<file path="config.mk">
export PLATFORM = sky130hd
export DESIGN_NAME = line_adapter
export DESIGN_NICKNAME = d
export VERILOG_FILES = /design/src/rtl/line_adapter.sv
export SDC_FILE = /design/constraint.sdc
export NUM_CORES = 1
export LEC_CHECK = 0
export CORE_AREA = 2 2 312 314
export CTS_BUF_LIST = sky130_fd_sc_hd__clkbuf_4 sky130_fd_sc_hd__clkbuf_8 sky130_fd_sc_hd__clkbuf_16
export CTS_CLUSTER_SIZE = 25
export DETAILED_ROUTE_END_ITERATION = 10
export DIE_AREA = 0 0 314 316
export GPL_ROUTABILITY_DRIVEN = 1
export SLEW_MARGIN = 0
export SYNTH_ARGS = -nofsm -noshare
export SYNTH_HDL_FRONTEND = slang
export SYNTH_SLANG_ARGS = --single-unit
</file>
<file path="constraint.sdc">
create_clock -name clk -period 2.6 [get_ports clk]
set_input_delay 0.39 -clock clk [delete_from_list [all_inputs] [get_ports clk]]
set_output_delay 0.39 -clock clk [all_outputs]
set_load 0.02 [all_outputs]
</file>
<file path="src/rtl/line_adapter.sv">
// line_adapter: bridges 128-bit L1 line requests onto a 256-bit L2 line port through a one-line write-through buffer.
module line_adapter #(
   parameter bit ENABLE_BUFFER = 1'b1
) (
   input  logic         clk,
   input  logic         reset,
   input  logic [15:0]  l1_address,
   input  logic         l1_read,
   input  logic         l1_write,
   input  logic [127:0] l1_wdata,
   output logic [127:0] l1_rdata,
   output logic         l1_resp,
   output logic [15:0]  l2_address,
   output logic         l2_read,
   output logic         l2_write,
   output logic [255:0] l2_wdata,
   input  logic [255:0] l2_rdata,
   input  logic         l2_resp
);
   typedef enum logic [1:0] {IDLE, FETCH, WRITE, RESPOND} state_t;
   state_t        state_q;
   logic [255:0]  buf_q;
   logic [10:0]   tag_q, line_q;
   logic          valid_q, half_q, wr_q, l1_resp_q, l2_read_q, l2_write_q;
   logic          hit;
   function automatic logic [255:0] merge(input logic [255:0] b, input logic h, input logic [127:0] d);
      return h ? {d, b[127:0]} : {b[255:128], d};
   endfunction
   assign hit        = ENABLE_BUFFER && valid_q && (tag_q == l1_address[15:5]);
   assign l1_resp    = l1_resp_q;
   assign l2_read    = l2_read_q;
   assign l2_write   = l2_write_q;
   assign l2_address = {line_q, 5'b0};
   assign l1_rdata   = (state_q == RESPOND) ? (half_q ? buf_q[255:128] : buf_q[127:0]) : 128'b0;
   assign l2_wdata   = (state_q == WRITE) ? buf_q : 256'b0;
   always_ff @(posedge clk) begin
      if (reset) begin
         state_q    <= IDLE;
         buf_q      <= '0;
         tag_q      <= '0;
         line_q     <= '0;
         valid_q    <= 1'b0;
         half_q     <= 1'b0;
         wr_q       <= 1'b0;
         l1_resp_q  <= 1'b0;
         l2_read_q  <= 1'b0;
         l2_write_q <= 1'b0;
      end else begin
         l1_resp_q <= 1'b0;
         case (state_q)
            IDLE: if (l1_read || l1_write) begin
               line_q <= l1_address[15:5];
               half_q <= l1_address[4];
               wr_q   <= l1_write;
               if (hit && l1_write) begin
                  buf_q      <= merge(buf_q, l1_address[4], l1_wdata);
                  l2_write_q <= 1'b1;
                  state_q    <= WRITE;
               end else if (hit) begin
                  l1_resp_q <= 1'b1;
                  state_q   <= RESPOND;
               end else begin
                  l2_read_q <= 1'b1;
                  state_q   <= FETCH;
               end
            end
            // A write miss merges the L1 half into the fetched line before writing it back
            FETCH: if (l2_resp) begin
               buf_q      <= wr_q ? merge(l2_rdata, half_q, l1_wdata) : l2_rdata;
               tag_q      <= line_q;
               valid_q    <= 1'b1;
               l2_read_q  <= 1'b0;
               l2_write_q <= wr_q;
               l1_resp_q  <= !wr_q;
               state_q    <= wr_q ? WRITE : RESPOND;
            end
            WRITE: if (l2_resp) begin
               l2_write_q <= 1'b0;
               l1_resp_q  <= 1'b1;
               state_q    <= RESPOND;
            end
            default: state_q <= IDLE;
         endcase
      end
   end
endmodule

</file>
==> results.ini <==
[clocking]
numCtsBuffers=36
cts_buffer_depth=3
clock_tree.root_cell=clkbuf_16
clock_latency_ns=0.54
cts_tree=done
clkTransAtPathRegs_ns=0.06
htree_levels=2
cts.sinks=286

[sta]
hold_slack_ns=0.2871
worst_slack_ns=0.05633
tightest_slew_ns=0.5704
slew_violations=0
worst_clock_skew_ns=0.01838
min_period_ns=2.544
rsz0062_at_grt=true
setup_viol=0
slew_headroom=0.6197
min_period_over_period=0.9783
hold_viol=0
max_freq_mhz=393.1
fin_setup_tns_ns=0

[synth]
synth_compound_area_frac=0.1137
synthDominantCellAreaShare=0.3050
synth.top_cells.by_area=dfxtp_1 31%, mux2_2 15%, nor2b_1 13%
synthArstFlopShare=0
yosys.area_share.simple=0.2838
synth_area_per_cell_sq_um=8.614
netlist_area_sq_um=18770
syn-instance-count=2179
synth_xor_area_frac=0.005133
synthMuxAreaShare=0.2261
synth_fa_ha_area_frac=0.003333
ys_ff_latch=286
synth_top_area_cell=dfxtp_1
synth_top_family_by_area=simple AND/OR/NAND/NOR gates
synth_warnings=0
synth.distinct_cells=38
synth_edf_count=0
synth_ff_type=dfxtp_1
synth-seq-area-share=0.3050

[job]
cap_violations=0

[critical_path]
worst-path-max-fanout=48
cp.required_ns=2.21
critPathArrivalTime_ns=2.15
endpoint_kind=output port
cpPeakStageDelay_ns=0.40
reg2reg_depth=8
r2r_slack_ns=0.12
critPathSlowestCell=dfxtp_2
timing.rr.start=state_q[1]
critical_path_class=flip-flop to output port
timing.rr.end=buf_q[24]
crit_path_start_kind=flip-flop
worstPathCellList=ha_4, buf_16, nor2b_1, dlygate4sd2_1

[routing]
wl_mm=86.86
ant_nets=0
via_per_inst=4.353
wl_per_cell_um=20.45
vias=18490
route.detailed.drc=0
drtIter0Drc=1053
drt_first_pass_iters=5

[die]
core_area_sq_um=95990
start_util=0.1955
die_h_um=316
rows=114
fp.dieArea_sq_um=99220
pin_count=808
die_w_um=314

[grt]
grt_pass1_wl_mm=120.8
overflow=0
grt_max_degree=83
antenna_found_initial=6
grt_pass1_vias=18390
grtUsageTotal=0.1617

[power_and_ir_drop]
peakVddDrop_mv=0.3724
p_leak_uw=0.01234
power_density_nw_per_um2=601.3

[worst_hold_path]
min_from=reset
holdPathEnd=tag_q[7]
hp-class=primary input to flip-flop
hold-path-cell-count=3

[placement]
dp_hpwl_mm=65.49
dp_cells=4166
place_congestion=0.8766
pre_cts_slack_ns=-0.1153
portBuffers=798

[final_layout]
final_nets=3359
area_growth_pct=58.64
final_cell_count_no_fill=4248
seqCellArea_sq_um=5732
layout_common_cells=413 x clkdlybuf4s50_1, 388 x nor2b_1, 283 x dfxtp_1
final.fill_count=10290
multiInputGateArea_sq_um=12010
final_common_cell=clkdlybuf4s50_1
layout-drive-gt1-share=0.2048

[status]
status=finished clean

metrics by stage:
| step | instance area, sq um | util | total power [uW] |
|---|---|---|---|
| 5_1_grt | 29770 | 0.3101 | 18760 |
| 3_3_place_gp | 28620 | 0.2981 | 12650 |
| 3_5_place_dp | 28620 | 0.2981 | 12660 |
| 2_1_floorplan | 18780 | - | 9369 |
| 6_report | 29770 | 0.3102 | 17900 |
| 4_1_cts | 29730 | 0.3097 | 17950 |
power by group:
group | switching (uW) | internal (uW)
logic | 4320 | 3520
registers | 345 | 4780
clock network | 2030 | 2900
registers in the layout (all words and copies together) (netlist names):
register / count
half_q: 1
l2_read: 1
valid_q: 1
wr_q: 1
tag_q: 11
line_q: 11
buf_q: 256
l1_resp: 1
state_q: 2
l2_write: 1
critical path: cells and delay by family (launching register included):
kind                     cells  cell delay [ns]
AND/OR/NAND/NOR              1             0.30
flip-flops                   1             0.40
buffers and inverters        2             0.62
adder cells (fa/ha/maj)      1             0.23
how the worst max path moves through the flow:
stage | startpoint | endpoint | slack, ns | cells after the start
4_1_cts | state_q[0] | l2_wdata[5] | -0.01 | 6
3_5_place_dp | l1_address[10] | buf_q[242] | -0.12 | 8
3_3_place_gp | l1_address[10] | buf_q[242] | -0.1 | 8
6_report | state_q[0] | l1_rdata[84] | 0.06 | 4
5_1_grt | state_q[0] | l2_wdata[168] | -0.02 | 6
2_1_floorplan | state_q[1] | buf_q[195] | 0.49 | 10
cells in the mapped netlist (all sizes together) (2+ instances only):
cell type  count
nand2         50
dfxtp        286
a22oi        256
xnor2         11
nor2         267
o21ai          3
clkbuf       165
nand4          3
nor4           2
a21oi         29
nor2b        388
and2         258
a211oi         2
mux2i        130
mux2         258
inv            6
ha             5
nand3          2
buf           48
kinds of logic after synthesis:
family,after synthesis
simple gates,975
mux,388
compound gates,294
flops,286
buf+inv,219
xor+xnor,11
fa+ha+maj,5
other cells,1
area by class of cell:
type,count,area share
Multi-Input combinational cell,1678,0.4032
Timing Repair Buffer,941,0.3121
Clock inverter,2,0.0003362
Sequential cell,286,0.1925
Tap cell,1276,0.05362
Clock buffer,56,0.03715
Antenna cell,3,0.0002521
Inverter,6,0.0007564
routing by layer:
layer  global-route usage  vias to the layer above  wire [um]
li1                     -                     8901          -
met1               0.1906                     8767      35600
met2               0.2824                      684      41920
met3              0.03758                      137       5937
met4              0.06470                        2       3395
met5                    0                        -          7
repair_timing:
item / CTS / global route
gates cloned: 3 / 2
resized for setup: 599 / 85
setup buffers: 6 / 10
hold buffers: 0 / 0
pin swaps: 0 / 0
setup endpoints to repair: 376 / 139
(Power assumes the default switching activity.)
==> patch 1: new RTL, same settings <==
`ENABLE_BUFFER`: 1'b1 -> 1'b0.
--- a/src/rtl/line_adapter.sv
+++ b/src/rtl/line_adapter.sv
@@ -1,5 +1,5 @@
 // line_adapter: bridges 128-bit L1 line requests onto a 256-bit L2 line port through a one-line write-through buffer.
 module line_adapter #(
-   parameter bit ENABLE_BUFFER = 1'b1
+   parameter bit ENABLE_BUFFER = 1'b0
 ) (
    input  logic         clk,
Check against the original RTL: not settled (the Yosys comparison gave no result); the edit may change what the design does.
==> patch 1 against the original RTL <==
Wire length shrank 6.5%. Clock power grew 6.9%. Sequential cell count fell by 12. Final cell count down 5.1%. Non-clock buffer count is 15 lower. Maximum frequency grew 1.0%. Worst setup slack better by 0.025 ns. Critical path depth grew 1. Die area stayed put. Cell area down 11%. Synthesized area down 14%. Sequential power up 20%. Total power is 6.6% higher. Hold slack lost 0.0081 ns.
==> patch 1: results (changes against the original RTL) <==
stage,metric,value,unit,change
run_status,status,"finished, final reports clean",,unchanged
cells_and_area,top_regs,"buf_q (256), line_q (11), state_q (2)",,"was buf_q (256), line_q (11), tag_q (11)"
synthesis,synth_cell_types,29,,was 38
sta,max_slew_margin,0.4956,,was 0.6197
synthesis,synthMuxAreaShare,0.1599,,was 0.2261
placed_design,gp_congestion,0.9014,,was 0.8766
global_routing,grt_use_met1,0.1954,,was 0.1906
worst_setup_path,crit_fanout,13,,was 48
global_routing,track_usage,0.1532,,was 0.1617
pwr,leakagePower,11.33,nW,was 12.34 nW
cells_and_area,seq_cell_count,274,,was 286
global_routing,grt_start_max_net_pins,82,,was 83
cells_and_area,antennaDiodeCount,4,,was 3
drt,avgViaCountPerCell,4.309,,was 4.353
pwr,ir_drop,0.0003119,V,was 0.0003724 V
cells_and_area,n_clock_buffer,58,,was 56
sta,hold_slack,0.2790,ns,was 0.2871 ns
cells_and_area,layout.cells.non_filler,4031,,"was 4,248"
placed_design,placed_cells_incl_taps,3948,,"was 4,166"
cells_and_area,nFillCells,10420,,was 10.29k
cells_and_area,signal_buffers,926,,was 941
clock_network,post_cts_buffers,4,,was 6
pwr,power.share.switching,0.3798,,was 0.3743
global_routing,grt_pass1_wl,114200,um,"was 120,800 um"
cells_and_area,inv_count,2,,was 6
sta,fin_skew,0.01463,ns,was 0.01838 ns
synthesis,ys_seq_area_frac,0.3410,,was 0.3050
synthesis,avgSynthCellArea,8.182,um^2,was 8.614 um^2
cells_and_area,nets,3137,,"was 3,359"
drt,drt_iter0_drc,1049,,"was 1,053"
cells_and_area,clk_share,0.04626,,was 0.03748
global_routing,met2_usage,0.2532,,was 0.2824
## patch 1: final timing paths
| check | start | end | depth (start not counted) |
|---|---|---|---|
| worst max-delay path | half_q$_SDFFE_PP0P_ | l1_rdata[97] | 5 |
| worst min-delay path | reset | l2_read$_SDFFE_PP0P_ | 2 |
| worst max register to register | half_q$_SDFFE_PP0P_ | buf_q[14]$_SDFFE_PP0P_ | 6 |
| worst min register to register | line_q[4]$_SDFFE_PP0P_ | line_q[4]$_SDFFE_PP0P_ | 2 |
## patch 1: metrics by stage
stage | power (mW) | utilization | setup TNS (ns) | worst slack, ns
after detailed placement | 13.79 | 0.2701 | 0 | 0.2269
after CTS | 19.17 | 0.2811 | -0.1286 | -0.1241
after floorplan | 10.30 | - | 0 | 0.7661
after global placement | 13.73 | 0.2701 | 0 | 0.2326
final | 19.09 | 0.2775 | 0 | 0.08177
after global routing | 20.15 | 0.2775 | 0 | 0.002426
==> patch 2: new RTL, same settings <==
Made on the original files. Reset style: asynchronous (`reset`), changed in one clocked block.
--- a/src/rtl/line_adapter.sv
+++ b/src/rtl/line_adapter.sv
@@ -34,5 +34,5 @@
    assign l1_rdata   = (state_q == RESPOND) ? (half_q ? buf_q[255:128] : buf_q[127:0]) : 128'b0;
    assign l2_wdata   = (state_q == WRITE) ? buf_q : 256'b0;
-   always_ff @(posedge clk) begin
+   always_ff @(posedge clk or posedge reset) begin
       if (reset) begin
          state_q    <= IDLE;
Formal check against the unedited RTL: not equivalent (a bounded check fails within 4 cycles, from zero or initial values and one cycle with reset high; the reset may be asserted at any time).
==> patch 2 against the original RTL <==
Synthesized area decreased by 6.8%. Cell area decreased by 3.0%. Worst setup slack improved by 0.019 ns. First-iteration DRC count decreased by 24%. Via count decreased by 14%. Sequential cell count unchanged. Wire length decreased by 2.4%. Critical endpoint is now l1_rdata[113]. Largest cell class unchanged.
Power is not compared: it rests on default switching activity, and its combinational part moved more than twofold at a synthesized area within 25%.
==> patch 2: results (changes against the original RTL) <==
stage,metric,value,unit,change
run_status,status,"finished, final reports clean",,unchanged
global_routing,grt_pass1_vias,16630,,was 18.39k
sta,fin_skew,0.02741,ns,was 0.01838 ns
synthesis,ys_seq_area_frac,0.4090,,was 0.3050
min_path,hold_class,primary input to asynchronous set/reset pin,,was primary input to register
placed_design,gp_congestion,0.8521,,was 0.8766
synthesis,avgSynthCellArea,11.22,um^2,was 8.614 um^2
synthesis,synth_cell_types,30,,was 38
synthesis,yosys_most_used_dff,dfrtp_1,,was dfxtp_1
worst_setup_path,r2r_start,state_q[0]$_DFFE_PP0P_,,was state_q[1]$_SDFFE_PP0P_
synthesis,async_reset_ff_frac,1.000,,was 0
placed_design,hpwl,62690,um,"was 65,490 um"
drt,totalWireLength,84770,um,"was 86,860 um"
cells_and_area,nets,2801,,"was 3,359"
global_routing,track_usage,0.1598,,was 0.1617
synthesis,synthTopCellsByArea,"dfrtp_1, mux2_2, a22o_1",,"was dfxtp_1, mux2_2, nor2b_1"
cells_and_area,nFillCells,10100,,was 10.29k
clock_network,cts_made_buffers,40,,was 36
pwr,ir_drop,0.0004979,V,
drt,wl_per_cell,22.94,um,was 20.45 um
global_routing,grt_start_max_net_pins,58,,was 83
worst_setup_path,cp.arrival,2.13,ns,was 2.15 ns
clock_network,clk_latency,0.57,ns,was 0.54 ns
global_routing,antenna_found_initial,11,,was 6
global_routing,grt_pass1_wl,116200,um,"was 120,800 um"
worst_setup_path,cp_slowest_cell,dfrtp_4,,was dfxtp_2
worst_setup_path,max_stage_delay,0.57,ns,was 0.40 ns
cells_and_area,drive_gt1_frac,0.2905,,was 0.2048
sta,tightest_slew,0.5038,ns,was 0.5704 ns
synthesis,synth_commonest_cells,"dfrtp_1, mux2_2, a22o_1, and2_1, nor2b_1",,"was nor2b_1, dfxtp_1, nor2_1, and2_1, a22oi_1"
clock_network,clockBufferDepth,3,,unchanged
placed_design,dp_slack,-0.05203,ns,was -0.1153 ns
worst_setup_path,crit_path_start,half_q$_DFFE_PP0P_,,was state_q[0]$_SDFFE_PP0P_
drt,drt_iter0_drc,802,,"was 1,053"
drt,avgViaCountPerCell,4.316,,was 4.353
placed_design,placed_cells_incl_taps,3606,,"was 4,166"
## patch 2: kinds of logic after synthesis
logic type,after synthesis,share of synthesized area
mux,406,0.2521
fa+ha+maj,5,0.003576
buf+inv,160,0.04784
flops,286,0.4090
simple gates,415,0.1457
compound gates,276,0.1360
other cells,1,0.0002143
xor+xnor,11,0.005506
## patch 2: where the power goes
| part | internal (mW) | switching (mW) |
|---|---|---|
| sequential | 6.62 | 1.70 |
| combinational | 10.4 | 11.2 |
| clock | 3.34 | 2.12 |
| total | 20.4 | 15.0 |
## patch 2: path summary, 6_finish.rpt
kind	end	slack (ns)	cells after the start
max in group asynchronous	buf_q[75]$_DFFE_PP0P_	1.57	4
min	buf_q[131]$_DFFE_PP0P_	0.23	2
max reg2reg	buf_q[22]$_DFFE_PP0P_	0.20	9
max	l1_rdata[113]	0.08	5
min reg2reg	valid_q$_DFFE_PP0P_	0.49	1
min in group clk	valid_q$_DFFE_PP0P_	0.49	1
## patch 2: routing by layer
| layer | vias up | track usage | routed length, um |
|---|---|---|---|
| met3 | 129 | 0.04034 | 5781 |
| met2 | 633 | 0.2830 | 42450 |
| met1 | 7921 | 0.1839 | 33440 |
| li1 | 7268 | - | - |
| met4 | 0 | 0.06340 | 3104 |
| met5 | - | 0 | 0 |
## patch 2: final cells by class
| type | count | area (um^2) | share of cell area |
|---|---|---|---|
| diodes | 7 | 17.52 | 0.0006067 |
| well taps | 1276 | 1597 | 0.05530 |
| multi-input cells | 1118 | 9674 | 0.3351 |
| repair buffers | 935 | 9111 | 0.3156 |
| inverters | 10 | 41.29 | 0.001430 |
| flip-flops and latches | 286 | 7162 | 0.2481 |
| clock buffers | 54 | 1136 | 0.03935 |
| clock inverters | 10 | 132.6 | 0.004594 |
## patch 2: metrics by stage
| step | hold slack (ns) | cell area (um^2) | setup TNS (ns) |
|---|---|---|---|
| after floorplan | 0.4343 | 17520 | -452.23 |
| after global placement | 0.4583 | 27680 | -6.213 |
| after detailed placement | 0.4708 | 27680 | -3.971 |
| after CTS | 0.1734 | 29000 | -0.1093 |
| after global routing | 0.2163 | 28860 | -0.02550 |
| final | 0.2269 | 28870 | 0 |
## patch 2: repair_timing
item                                    4_1_cts  5_1_grt
gates resized for setup                     720      179
setup buffers                                 6        5
endpoints found under the setup margin      381      162
gates cloned                                  3        5
hold buffers                                  0        0
